$ cat config.mk
export PLATFORM = sky130hd
export DESIGN_NAME = aes_ctr_stream
export DESIGN_NICKNAME = d
export VERILOG_FILES = /design/src/rtl/aes_ctr_stream.sv
export SDC_FILE = /design/constraint.sdc
export NUM_CORES = 1
export LEC_CHECK = 0
export CORE_AREA = 3 3 450 452
export DETAILED_ROUTE_END_ITERATION = 6
export DIE_AREA = 0 0 453 455
export HOLD_SLACK_MARGIN = 0.05
export PLACE_DENSITY = 0.39
export SLEW_MARGIN = 20
export SYNTH_ARGS = -nofsm -noshare
export SYNTH_HDL_FRONTEND = slang
export SYNTH_SLANG_ARGS = --single-unit
$ cat constraint.sdc
create_clock -name clk -period 2.7 [get_ports clk]
set_input_delay 0.54 -clock clk [delete_from_list [all_inputs] [get_ports clk]]
set_output_delay 0.54 -clock clk [all_outputs]
set_load 0.01 [all_outputs]
$ cat src/rtl/aes_ctr_stream.sv
// -----------------------------------------------------------------------------
// aes_ctr_stream
//
// CTR-mode sequencer sitting directly in front of an AES core. It loads the
// key into the core, walks a counter block, asks the core for one keystream
// block per input block and XORs that keystream with the buffered input.
// Encrypt and decrypt are the same operation, so the core is always driven
// in encipher mode.
//
// Exactly one block is in flight at a time: input is accepted only in
// WAIT_IN, and the next input is not accepted until the previous output has
// been taken.
//
// Ports
//   clk, rst_n            clock, asynchronous active-low reset
//   cfg_start             one-cycle pulse, latches key/keylen/iv (idle only)
//   cfg_key[255:0]        key, AES-128 uses [255:128]
//   cfg_keylen            0 = AES-128, 1 = AES-256
//   cfg_iv[127:0]         initial counter block
//   busy                  high from accepted cfg_start to the last output
//   in_valid/in_ready     input stream handshake
//   in_data[127:0]        plaintext or ciphertext block
//   in_last               final block of the message
//   out_valid/out_ready   output stream handshake
//   out_data[127:0]       in_data XOR E(K, ctr)
//   out_last              in_last of this block
//   core_encdec           constant 1 (encipher)
//   core_init, core_next  one-cycle command pulses to the core
//   core_key, core_keylen registered key and key length
//   core_block[127:0]     current counter block
//   core_ready            pulse, key expansion finished
//   core_result[127:0]    keystream, valid with core_result_valid
//   core_result_valid     pulse, keystream block available
//
// Parameters
//   CTR_W                 width of the incrementing low part of the counter
// -----------------------------------------------------------------------------
module aes_ctr_stream #(
  parameter int CTR_W = 32
) (
  input  logic         clk,
  input  logic         rst_n,

  input  logic         cfg_start,
  input  logic [255:0] cfg_key,
  input  logic         cfg_keylen,
  input  logic [127:0] cfg_iv,
  output logic         busy,

  input  logic         in_valid,
  output logic         in_ready,
  input  logic [127:0] in_data,
  input  logic         in_last,

  output logic         out_valid,
  input  logic         out_ready,
  output logic [127:0] out_data,
  output logic         out_last,

  output logic         core_encdec,
  output logic         core_init,
  output logic         core_next,
  output logic [255:0] core_key,
  output logic         core_keylen,
  output logic [127:0] core_block,
  input  logic         core_ready,
  input  logic [127:0] core_result,
  input  logic         core_result_valid
);

  // Selects the bits of the counter block that increment. Built by shifting
  // so that CTR_W = 128 yields an all-ones mask instead of a zero-width slice.
  localparam logic [127:0] LOW_MASK = (128'd1 << CTR_W) - 128'd1;

  typedef enum logic [2:0] {
    ST_IDLE,
    ST_KINIT,
    ST_KWAIT,
    ST_WAIT_IN,
    ST_RUN,
    ST_OUT
  } state_t;

  state_t       state;
  state_t       state_next;

  logic [255:0] key_reg;
  logic         keylen_reg;
  logic [127:0] ctr_reg;
  logic [127:0] data_reg;
  logic         last_reg;
  logic [127:0] out_data_reg;
  logic         out_last_reg;
  logic         next_sent;

  logic         in_hs;
  logic         out_hs;
  logic [127:0] ctr_inc;

  assign in_hs  = in_valid & in_ready;
  assign out_hs = out_valid & out_ready;

  // Full-width add, then keep only the low CTR_W bits of the sum: the low
  // part wraps silently and the carry never reaches the fixed upper bits.
  assign ctr_inc = (ctr_reg & ~LOW_MASK) | ((ctr_reg + 128'd1) & LOW_MASK);

  // State register.
  always_ff @(posedge clk or negedge rst_n) begin
    if (!rst_n) begin
      state <= ST_IDLE;
    end else begin
      state <= state_next;
    end
  end

  // Next-state and handshake/command outputs. core_next is gated by
  // next_sent so it fires only in the first RUN cycle; a result pulse is
  // only taken after the command went out, so a stray pulse in the same
  // cycle as core_next cannot be mistaken for the answer.
  always_comb begin
    state_next = state;
    busy       = 1'b1;
    in_ready   = 1'b0;
    out_valid  = 1'b0;
    core_init  = 1'b0;
    core_next  = 1'b0;

    case (state)
      ST_IDLE: begin
        busy = 1'b0;
        if (cfg_start) begin
          state_next = ST_KINIT;
        end
      end

      ST_KINIT: begin
        core_init  = 1'b1;
        state_next = ST_KWAIT;
      end

      ST_KWAIT: begin
        if (core_ready) begin
          state_next = ST_WAIT_IN;
        end
      end

      ST_WAIT_IN: begin
        in_ready = 1'b1;
        if (in_valid) begin
          state_next = ST_RUN;
        end
      end

      ST_RUN: begin
        core_next = ~next_sent;
        if (next_sent && core_result_valid) begin
          state_next = ST_OUT;
        end
      end

      ST_OUT: begin
        out_valid = 1'b1;
        if (out_ready) begin
          state_next = out_last_reg ? ST_IDLE : ST_WAIT_IN;
        end
      end

      default: begin
        state_next = ST_IDLE;
      end
    endcase
  end

  // Configuration and counter registers. Key and keylen only change on an
  // accepted start, so they stay stable through every core operation of
  // the message. The counter advances after a non-final output is taken,
  // which keeps core_block stable from core_next until its result.
  always_ff @(posedge clk or negedge rst_n) begin
    if (!rst_n) begin
      key_reg    <= '0;
      keylen_reg <= 1'b0;
      ctr_reg    <= '0;
    end else begin
      if (state == ST_IDLE && cfg_start) begin
        key_reg    <= cfg_key;
        keylen_reg <= cfg_keylen;
        ctr_reg    <= cfg_iv;
      end else if (state == ST_OUT && out_ready && !out_last_reg) begin
        ctr_reg <= ctr_inc;
      end
    end
  end

  // Block datapath: buffer the input block, remember whether core_next has
  // been issued for it, and capture the XOR result when the keystream
  // arrives. The output registers hold until the next result is captured.
  always_ff @(posedge clk or negedge rst_n) begin
    if (!rst_n) begin
      data_reg     <= '0;
      last_reg     <= 1'b0;
      out_data_reg <= '0;
      out_last_reg <= 1'b0;
      next_sent    <= 1'b0;
    end else begin
      if (in_hs) begin
        data_reg <= in_data;
        last_reg <= in_last;
      end

      if (state == ST_RUN) begin
        if (!next_sent) begin
          next_sent <= 1'b1;
        end else if (core_result_valid) begin
          out_data_reg <= core_result ^ data_reg;
          out_last_reg <= last_reg;
          next_sent    <= 1'b0;
        end
      end
    end
  end

  assign out_data    = out_data_reg;
  assign out_last    = out_last_reg;
  assign core_encdec = 1'b1;
  assign core_key    = key_reg;
  assign core_keylen = keylen_reg;
  assign core_block  = ctr_reg;

  logic unused_ok;
  assign unused_ok = out_hs;

endmodule
==> results.md, run 1 <==
* Initial antenna violation count at 38
* # IOs at 1169
* Most frequent cells in the layout: clkdlybuf4s50_1 (1161), nand2_1 (1088), dfrtp_1 (647)
* DR WL/cell at 22.43 microns
* Asr flop ratio synth at 100.0%
* Pwr Total at 50.00 mW
* Synth Area in Adders at 0.04854%
* CP Capture Type: output pin
* Post-Synth XOR/XNOR Area at 4.791%
* Slew Viols, Final at 0
* Endpoints failing setup at 0
* Die width at 453 microns
* GRT Total Usage at 13.59%
* Max_slew headroom at 53.62%
* Yosys top cell area share at 62.81%
* Commonest non-fill, non-tap cell in the layout: clkdlybuf4s50_1
* Core Area at 199200 sq um
* Fillers at 21684
* Synth Instances at 2570
* Final WL at 146.2 mm
* Leakage power total at 19.10 nW
* 1st-iter DRT viols at 1440
* Number of CTS-inserted buffers at 86
* Multiplexer share of the synthesized area at 5.757%
* Worst skew pair latency at 710 ps
* Worst slew pin tran at 692.0 ps
* ANT nets after route at 0
* # Max-Cap Violations at 0
* Clock transition at path regs at 60 ps
* Max clock buf depth at 3
* Worst Clk Skew at 60.77 ps
* Final #Nets at 4437
* Setup TNS at 0 ps
* Most used DFF post-synth: dfrtp_1
* Avg Inst Size Synth at 10.03 sq um
* Cell area after synthesis at 25780 sq um
* Crit-path max FO at 13
* Outcome: finished clean
* Die ar. at 206100 sq um
* Via density at 3.487
* H-tree depth at 3
* Max reg flops at 256
* Ratio of cells with drive above 1 in the final layout at 9.714%
* Power per cell area at 1131 nW/um^2
* Flops & latches, synth at 647
* GPL Wtd Cong at 0.8930
* Detail Placement HPWL at 117.2 mm
* Grt total ovfl at 0
* Pin count of the biggest net entering global routing at 89
* Initial Util at 12.94%
* Synth top area cells: dfrtp_1 (63%), nand2_1 (16%), mux2_2 (5.7%)
* Num rows at 164
* Vias in the first global route at 23516
* CTS root buf: clkbuf_16
* Syn_nets at 3220
* Synth Area in Simple Gates at 20.22%
* Number of synthesized flops with an enable pin at 0
* Sequential share of the synthesized area at 62.81%
* Unique cell type count in the Yosys netlist at 52
* Unrepaired setup endpoints after global routing: no
* Port buffer count at 1167
* Largest family of logic cells by synthesized area: simple AND/OR/NAND/NOR gates
* TritonCTS Sinks at 647
* P&R area growth vs syn at 71.47%
* Pre-Repair DR Iteration Count at 6
* First-pass GRT wire length at 197.3 mm
* Die H at 455 microns
* Synth Area in Compound Gates at 3.980%
* Final hold violations at 0
* WS Path Type: register to output pin
* Vias at 22724
* Final Cycle Share at 93.97%
* CTS tree: built
* Final critical-path required period at 2537 ps
* CP required at 2160 ps
* Crit path DAT at 2000 ps
* Yosys top cell by area: dfrtp_1
* # DRC at 0
* Worst min path class: primary input to async pin
* F_max at 394.1 MHz
* Yosys Warn Count at 0
* Maximum VDD drop at 474.3 uV
* CP startpoint kind: register
[per-layer routing]
metal	vias to the layer above	global-route usage [%]	wire, microns
li1	10650	-	-
met3	180	4.688	11320
met1	11124	16.47	59460
met4	14	3.285	3410
met2	756	23.02	71850
met5	-	0	111
[power breakdown]
part	switching [mW]	internal (mW)	leakage, nW
sequential	3.12	14.3	7.92
clock	4.95	6.43	1.35
combinational	10.3	10.9	9.84
total	18.3	31.7	19.1
[worst max-delay path: stages (launching register included)]
cell and delay (ps):
dfrtp_1 380, buf_4 190, or3_1 440, clkdlybuf4s15_2 280
[repair_timing]
| item | CTS | global route |
|---|---|---|
| setup endpoints to repair | 5 | 0 |
| hold buffers | 1 | 0 |
| buffers inserted | 0 | 0 |
| hold endpoints to repair | 20 | 0 |
| resized for setup | 10 | 0 |
[area by class of cell]
class | count | area, sq um | area share [%]
Antenna cell | 10 | 25.02 | 0.05662
Tap cell | 2656 | 3323 | 7.519
Multi-Input combinational cell | 1783 | 9011 | 20.39
Sequential cell | 647 | 16190 | 36.63
Inverter | 4 | 15.01 | 0.03397
Timing Repair Buffer | 1265 | 12870 | 29.11
Clock inverter | 25 | 284.0 | 0.6426
Clock buffer | 126 | 2482 | 5.616
[worst paths after layout]
path / startpoint / to / slack (ps) / depth (start not counted)
worst max-delay path: state[0] / busy / 160 / 3
worst min-delay path: rst_n / data_reg[4] / 330 / 2
worst max register to register: core_block[6] / core_block[24] / 440 / 5
worst min register to register: core_key[131] / core_key[131] / 470 / 2
max in group asynchronous: rst_n / core_key[89] / 1420 / 3
min in group clk: cfg_iv[74] / core_block[74] / 360 / 3
[cells by family (layout without fill, tap and decap cells)]
logic type / count (synthesis) / count (layout)
AND/OR/NAND/NOR: 1325 / 1325
multiplexers: 132 / 132
flip-flops: 647 / 647
AO/OA/AOI/OAI: 183 / 183
adder cells (fa/ha/maj): 1 / 1
other: 1 / 11
XOR/XNOR: 141 / 141
buffers and inverters: 140 / 1420
[cell usage after synthesis, types with 3 or more instances]
| cell | n |
|---|---|
| a21oi_1 | 132 |
| a22oi_1 | 11 |
| and3_1 | 4 |
| buf_1 | 9 |
| buf_2 | 67 |
| clkbuf_1 | 59 |
| dfrtp_1 | 647 |
| inv_1 | 4 |
| mux2_2 | 130 |
| nand2_1 | 1088 |
| nand2b_1 | 3 |
| nand3_1 | 27 |
| nand3b_1 | 3 |
| nand4_1 | 17 |
| nor2_1 | 148 |
| nor3_1 | 8 |
| nor4_1 | 5 |
| o211ai_1 | 3 |
| o21ai_0 | 14 |
| o311ai_0 | 6 |
| or3_1 | 6 |
| xnor2_1 | 132 |
| xor2_1 | 9 |
[metrics by stage]
stage                     area (sq um)  utilization (%)  hold slack [ps]  std cells  setup WS [ps]
after global routing             44190            22.18            272.7       6511          8.439
after global placement           41380            20.77            458.2       6354          203.3
after detailed placement         41380            20.77            460.8       6354          193.1
final                            44200            22.18            326.9       6516          162.7
after floorplan                  25780                -            244.4       2570          934.1
after CTS                        44170            22.17            240.6       6506          6.626
(Power assumes the default switching activity.)
==> run 2, diff against run 1 <==
- CELL_PAD_IN_SITES_DETAIL_PLACEMENT: default -> 0
- CELL_PAD_IN_SITES_GLOBAL_PLACEMENT: default -> 1
- CORE_AREA: 3 3 450 452 -> 3 3 453 455
- DIE_AREA: 0 0 453 455 -> 0 0 456 458
- PLACE_DENSITY: 0.39 -> 0.46
==> results.md, run 2 (synthesis results as in run 1) <==
* Outcome: finished clean
* Initial Util at 12.78% (-0.16 points)
* Slew Viols, Final at 0 (unchanged)
* Pint at 32.86 mW (+3.8%)
* Pre-CTS WS at 125.5 ps (-67.54 ps)
* 1st-iter DRT viols at 1408 (-2.2%)
* CP required at 2160 ps (about the same)
* Die H at 458 microns (+0.66%)
* Unrepaired setup endpoints after global routing: no
* Reg-to-reg endpoint: core_block[24]
* Leakage power total at 19.33 nW (+1.2%)
* Vias in the first global route at 23490 (-0.11%)
* # IOs at 1169 (unchanged)
* Ratio of cells with drive above 1 in the final layout at 10.56% (+0.85 points)
* Slowest stage delay, CP at 470 ps (+30 ps)
* Final Cycle Share at 95.78% (+1.8 points)
* Worst slew pin tran at 716.3 ps (+24.32 ps)
* Worst Clk Skew at 30.15 ps (-30.62 ps)
* Clock transition at path regs at 60 ps (about the same)
* DR WL/cell at 21.05 microns (-6.1%)
* GPL Wtd Cong at 0.8009 (-10%)
* Crit path DAT at 2050 ps (+50 ps)
* ANT nets after route at 0 (unchanged)
* Max reg flops at 256 (unchanged)
* Core Area at 201700 sq um (+1.2%)
* Max clock buf depth at 3 (unchanged)
* H-tree depth at 3 (unchanged)
* Final non-filler cell total at 6570 (+0.83%)
* Worst min path class: primary input to register
* Post-CTS setup buffer count at 0 (unchanged)
* Reg2Reg Depth at 5 (unchanged)
* Final WL at 138.3 mm (-5.4%)
* P&R area growth vs syn at 73.05%
* CTS tree: built
* CP startpoint kind: register
* Port buffer count at 1167 (unchanged)
* # DRC at 0 (unchanged)
* Initial antenna violation count at 30 (-21%)
* Worst skew pair latency at 710 ps (about the same)
* Logic pwr share at 40.9% (-1.4 points)
* Vias at 22511 (-0.94%)
* WS Path Type: register to output pin
* CP Capture Type: output pin
* Design Area, Final at 44610 sq um (+0.92%)
* Endpoints failing setup at 0 (unchanged)
* Switching Fraction at 35.85% (-0.82 points)
* Bufs and invs on worst path at 2 (unchanged)
* Setup slack, reg-to-reg at 480 ps (+40 ps)
* Final #Nets at 4461 (+0.54%)
* Most frequent cells in the layout: clkdlybuf4s50_1 (1161), nand2_1 (1088), dfrtp_1 (646)
* Worst Setup SP: state[2]
* NetSw at 18.36 mW (+0.17%)
* F_max at 386.7 MHz (-1.9%)
* Die width at 456 microns (+0.66%)
* CTS root buf: clkbuf_16
* First-pass GRT wire length at 190.7 mm (-3.4%)
* GRT Total Usage at 12.89% (-0.70 points)
* Power per cell area at 1148 nW/um^2 (+1.5%)
* Seq pwr share at 34.4% (-0.5 points)
* Crit-path max FO at 8 (-5)
* TritonCTS Sinks at 647 (unchanged)
* Grt total ovfl at 0 (unchanged)
* Placed Area at 41450 sq um (+0.18%)
* Crit path capture: busy
* Final critical-path required period at 2586 ps (+48.91 ps)
* Slowest CP cell: dfrtp_2
* Final worst slack at 113.8 ps (-48.91 ps)
* Number of CTS-inserted buffers at 90 (+4.7%)
* CP delay by family, top: buffers and inverters
* Clock power frac at 24.7% (+1.9 points)
* DP Cell Count at 6390 (+0.57%)
* Pre-Repair DR Iteration Count at 5 (-1)
* Setup TNS at 0 ps (unchanged)
* Total stage count of the critical path at 3 (unchanged)
* Num rows at 165 (+0.61%)
* # Max-Cap Violations at 0 (unchanged)
* Pin count of the biggest net entering global routing at 76 (-15%)
* Die ar. at 208800 sq um (+1.3%)
* Cells traversed along the worst timing path: buf_4, or3_1, clkdlybuf4s15_1
* Final hold violations at 0 (unchanged)
* Detail Placement HPWL at 109.3 mm (-6.7%)
* Via density at 3.426 (-1.8%)
* Max_slew headroom at 52.25% (-1.4 points)
* Maximum VDD drop at 470.5 uV (-0.79%)
* Commonest non-fill, non-tap cell in the layout: clkdlybuf4s50_1
* Origin of the critical flop-to-flop path: core_block[5]
[run 2: metal layers]
layer  track usage [%]  share of wire [%]
met1             15.02                 40
met2             21.83                 50
met3             4.113                7.4
met4             5.195                3.1
met5                 0              0.059
[run 2: worst min-delay path, cell delays in order]
cell and delay, ps:
clkdlybuf4s50_1 400, nand2_1 50, nand2_1 40
[run 2: worst min-delay path by stage]
| stage | startpoint | end | slack (ps) | cells after the start |
|---|---|---|---|---|
| after floorplan | rst_n | core_block[0] | 240 | 0 |
| after global placement | core_key[178] | core_key[178] | 460 | 2 |
| after detailed placement | core_key[164] | core_key[164] | 460 | 2 |
| after CTS | cfg_iv[92] | core_block[92] | 230 | 3 |
| after global routing | cfg_key[246] | core_key[246] | 290 | 3 |
| final | cfg_key[105] | core_key[105] | 360 | 3 |
[run 2: power by group through the flow]
| stage | Clock [mW] | Combinational, mW | Sequential (mW) |
|---|---|---|---|
| floorplan | 0 | 6.83 | 18.6 |
| finish | 12.7 | 20.9 | 17.6 |
| CTS | 13.3 | 21.5 | 17.7 |
| global placement | 0 | 21.4 | 17.7 |
| global route | 13.6 | 22.8 | 18.2 |
| detailed placement | 0 | 21.5 | 17.7 |
[run 2: what timing repair did]
item,CTS,global route
hold buffers,1,0
hold endpoints to repair,21,0
setup endpoints to repair,5,0
gates resized for setup,15,0
[run 2: through the flow]
| stage | hold WS, ps | util (%) | total power, mW |
|---|---|---|---|
| after floorplan | 244.4 | - | 25.41 |
| after global placement | 456.7 | 20.55 | 39.12 |
| after detailed placement | 460.8 | 20.55 | 39.18 |
| after CTS | 228.7 | 22.10 | 52.47 |
| after global routing | 287.9 | 22.11 | 54.59 |
| final | 355.5 | 22.12 | 51.22 |
[run 2: cell type report]
| class | count | area, sq um |
|---|---|---|
| diodes | 16 | 40.04 |
| clock buffers | 127 | 2581 |
| clock inverters | 36 | 509.2 |
| fillers | 22025 | 157100 |
| inverters | 4 | 15.01 |
| multi-input cells | 1783 | 9001 |
| flip-flops and latches | 647 | 16190 |
| well taps | 2672 | 3343 |
| repair buffers | 1285 | 12930 |
==> run 3, diff against run 2 <==
- SKIP_CTS_REPAIR_TIMING: default -> 1
==> results.md, run 3 (synthesis results as in run 1) <==
* Core Area at 201700 sq um (unchanged)
* Leakage power total at 19.38 nW (+0.25%)
* Worst Clk Skew at 29.79 ps (-0.3584 ps)
* Crit path DAT at 1980 ps (-70 ps)
* Pre-CTS WS at 125.5 ps (unchanged)
* Via density at 3.427 (about the same)
* Final worst slack at 183.7 ps (+69.88 ps)
* H-tree depth at 3 (unchanged)
* WS Path Type: register to output pin
* CTS tree: built
* CTS root buf: clkbuf_16
* Die width at 456 microns (unchanged)
* Number of CTS-inserted buffers at 90 (unchanged)
* # IOs at 1169 (unchanged)
* Worst slew pin tran at 713.4 ps (-2.895 ps)
* Worst min path class: primary input to register
* Most frequent cells in the layout: clkdlybuf4s50_1 (1161), nand2_1 (1088), dfrtp_1 (647)
* Slowest stage delay, CP at 430 ps (-40 ps)
* Initial antenna violation count at 30 (unchanged)
* Cells traversed along the worst timing path: buf_4, nand2b_1, nor2_1, buf_2
* Endpoints failing setup at 0 (unchanged)
* Fillers at 22031 (+0.027%)
* CP Capture Type: output pin
* Final #Nets at 4461 (unchanged)
* Vias at 22514 (+0.013%)
* Pwr Total at 51.20 mW (about the same)
* Num rows at 165 (unchanged)
* Commonest non-fill, non-tap cell in the layout: clkdlybuf4s50_1
* Max reg flops at 256 (unchanged)
* Detail Placement HPWL at 109.3 mm (unchanged)
* Slew Viols, Final at 0 (unchanged)
* F_max at 397.4 MHz (+2.8%)
* Final WL at 138.3 mm (about the same)
* Final hold violations at 0 (unchanged)
* Power per cell area at 1148 nW/um^2 (about the same)
* CP required at 2160 ps (about the same)
* # Max-Cap Violations at 0 (unchanged)
* Crit-path max FO at 9 (+1)
* Vias in the first global route at 23487 (-0.013%)
* Area occupied by multi-input gates at 8996 sq um (about the same)
* Final critical-path required period at 2516 ps (-69.88 ps)
* ANT nets after route at 0 (unchanged)
* Max clock buf depth at 3 (unchanged)
* Worst skew pair latency at 710 ps (about the same)
* Die H at 458 microns (unchanged)
* Pre-Repair DR Iteration Count at 5 (unchanged)
* Setup TNS at 0 ps (unchanged)
* CP startpoint kind: register
* Final Cycle Share at 93.20% (-2.6 points)
* Outcome: finished clean
* # DRC at 0 (unchanged)
* P&R area growth vs syn at 73.04% (about the same)
* GRT Total Usage at 12.89% (about the same)
* Slowest CP cell: dfrtp_1
* Grt total ovfl at 0 (unchanged)
* Clock transition at path regs at 60 ps (about the same)
* Ratio of cells with drive above 1 in the final layout at 10.46% (-0.10 points)
* 1st-iter DRT viols at 1414 (+0.43%)
* Die ar. at 208800 sq um (unchanged)
* Port buffer count at 1167 (unchanged)
* Pin count of the biggest net entering global routing at 76 (unchanged)
* Max_slew headroom at 52.44% (+0.19 points)
* GPL Wtd Cong at 0.8009 (unchanged)
* First-pass GRT wire length at 190.7 mm (about the same)
* Maximum VDD drop at 470.7 uV (about the same)
* DR WL/cell at 21.04 microns (about the same)
* Initial Util at 12.78% (unchanged)
* Unrepaired setup endpoints after global routing: no
* TritonCTS Sinks at 647 (unchanged)
* Reg area at 16190 sq um (about the same)
run 3: worst max-delay path: cells and delay by family, from the launching register on:
kind                   cells  cell delay [ps]
buffers and inverters      2              420
DFF                        1              430
and+or+nand+nor            2              450
run 3: routing by layer:
metal | vias to the layer above | wire [microns] | track usage [%]
met5 | - | 82 | 0
met4 | 12 | 4226 | 5.195
met3 | 180 | 10260 | 4.110
met2 | 727 | 69060 | 21.83
met1 | 10859 | 54630 | 15.02
li1 | 10736 | - | -
run 3: through the flow:
step	cell area, sq um	util, %	instances	hold slack (ps)
after floorplan	25780	-	2570	244.4
after global placement	41450	20.55	6390	456.7
after detailed placement	41450	20.55	6390	460.8
after CTS	44550	22.08	6553	-206.5
after global routing	44600	22.11	6568	287.9
final	44610	22.11	6570	355.6
run 3: layout make-up:
type / instances / area share, %
Tap cell: 2672 / 7.495
Inverter: 4 / 0.03366
Antenna cell: 16 / 0.08976
Multi-Input combinational cell: 1783 / 20.17
Clock buffer: 127 / 5.787
Clock inverter: 36 / 1.142
Timing Repair Buffer: 1285 / 28.99
Sequential cell: 647 / 36.30
run 3: worst paths after layout:
check	from	end	slack, ps	cells after the start
max	state[1]	out_valid	180	4
min	cfg_key[105]	core_key[105]	360	3
max reg2reg	core_block[5]	core_block[24]	490	5
min reg2reg	core_block[40]	core_block[40]	470	2
max in group asynchronous	rst_n	data_reg[60]	1340	4
min in group asynchronous	rst_n	core_block[1]	460	2
run 3: where the power goes:
group          switching [mW]  internal (mW)  leakage, nW  total, mW
clock                    5.03           7.63         1.52       12.7
sequential               3.27           14.3         7.92       17.6
combinational            10.0           10.9         9.95       20.9
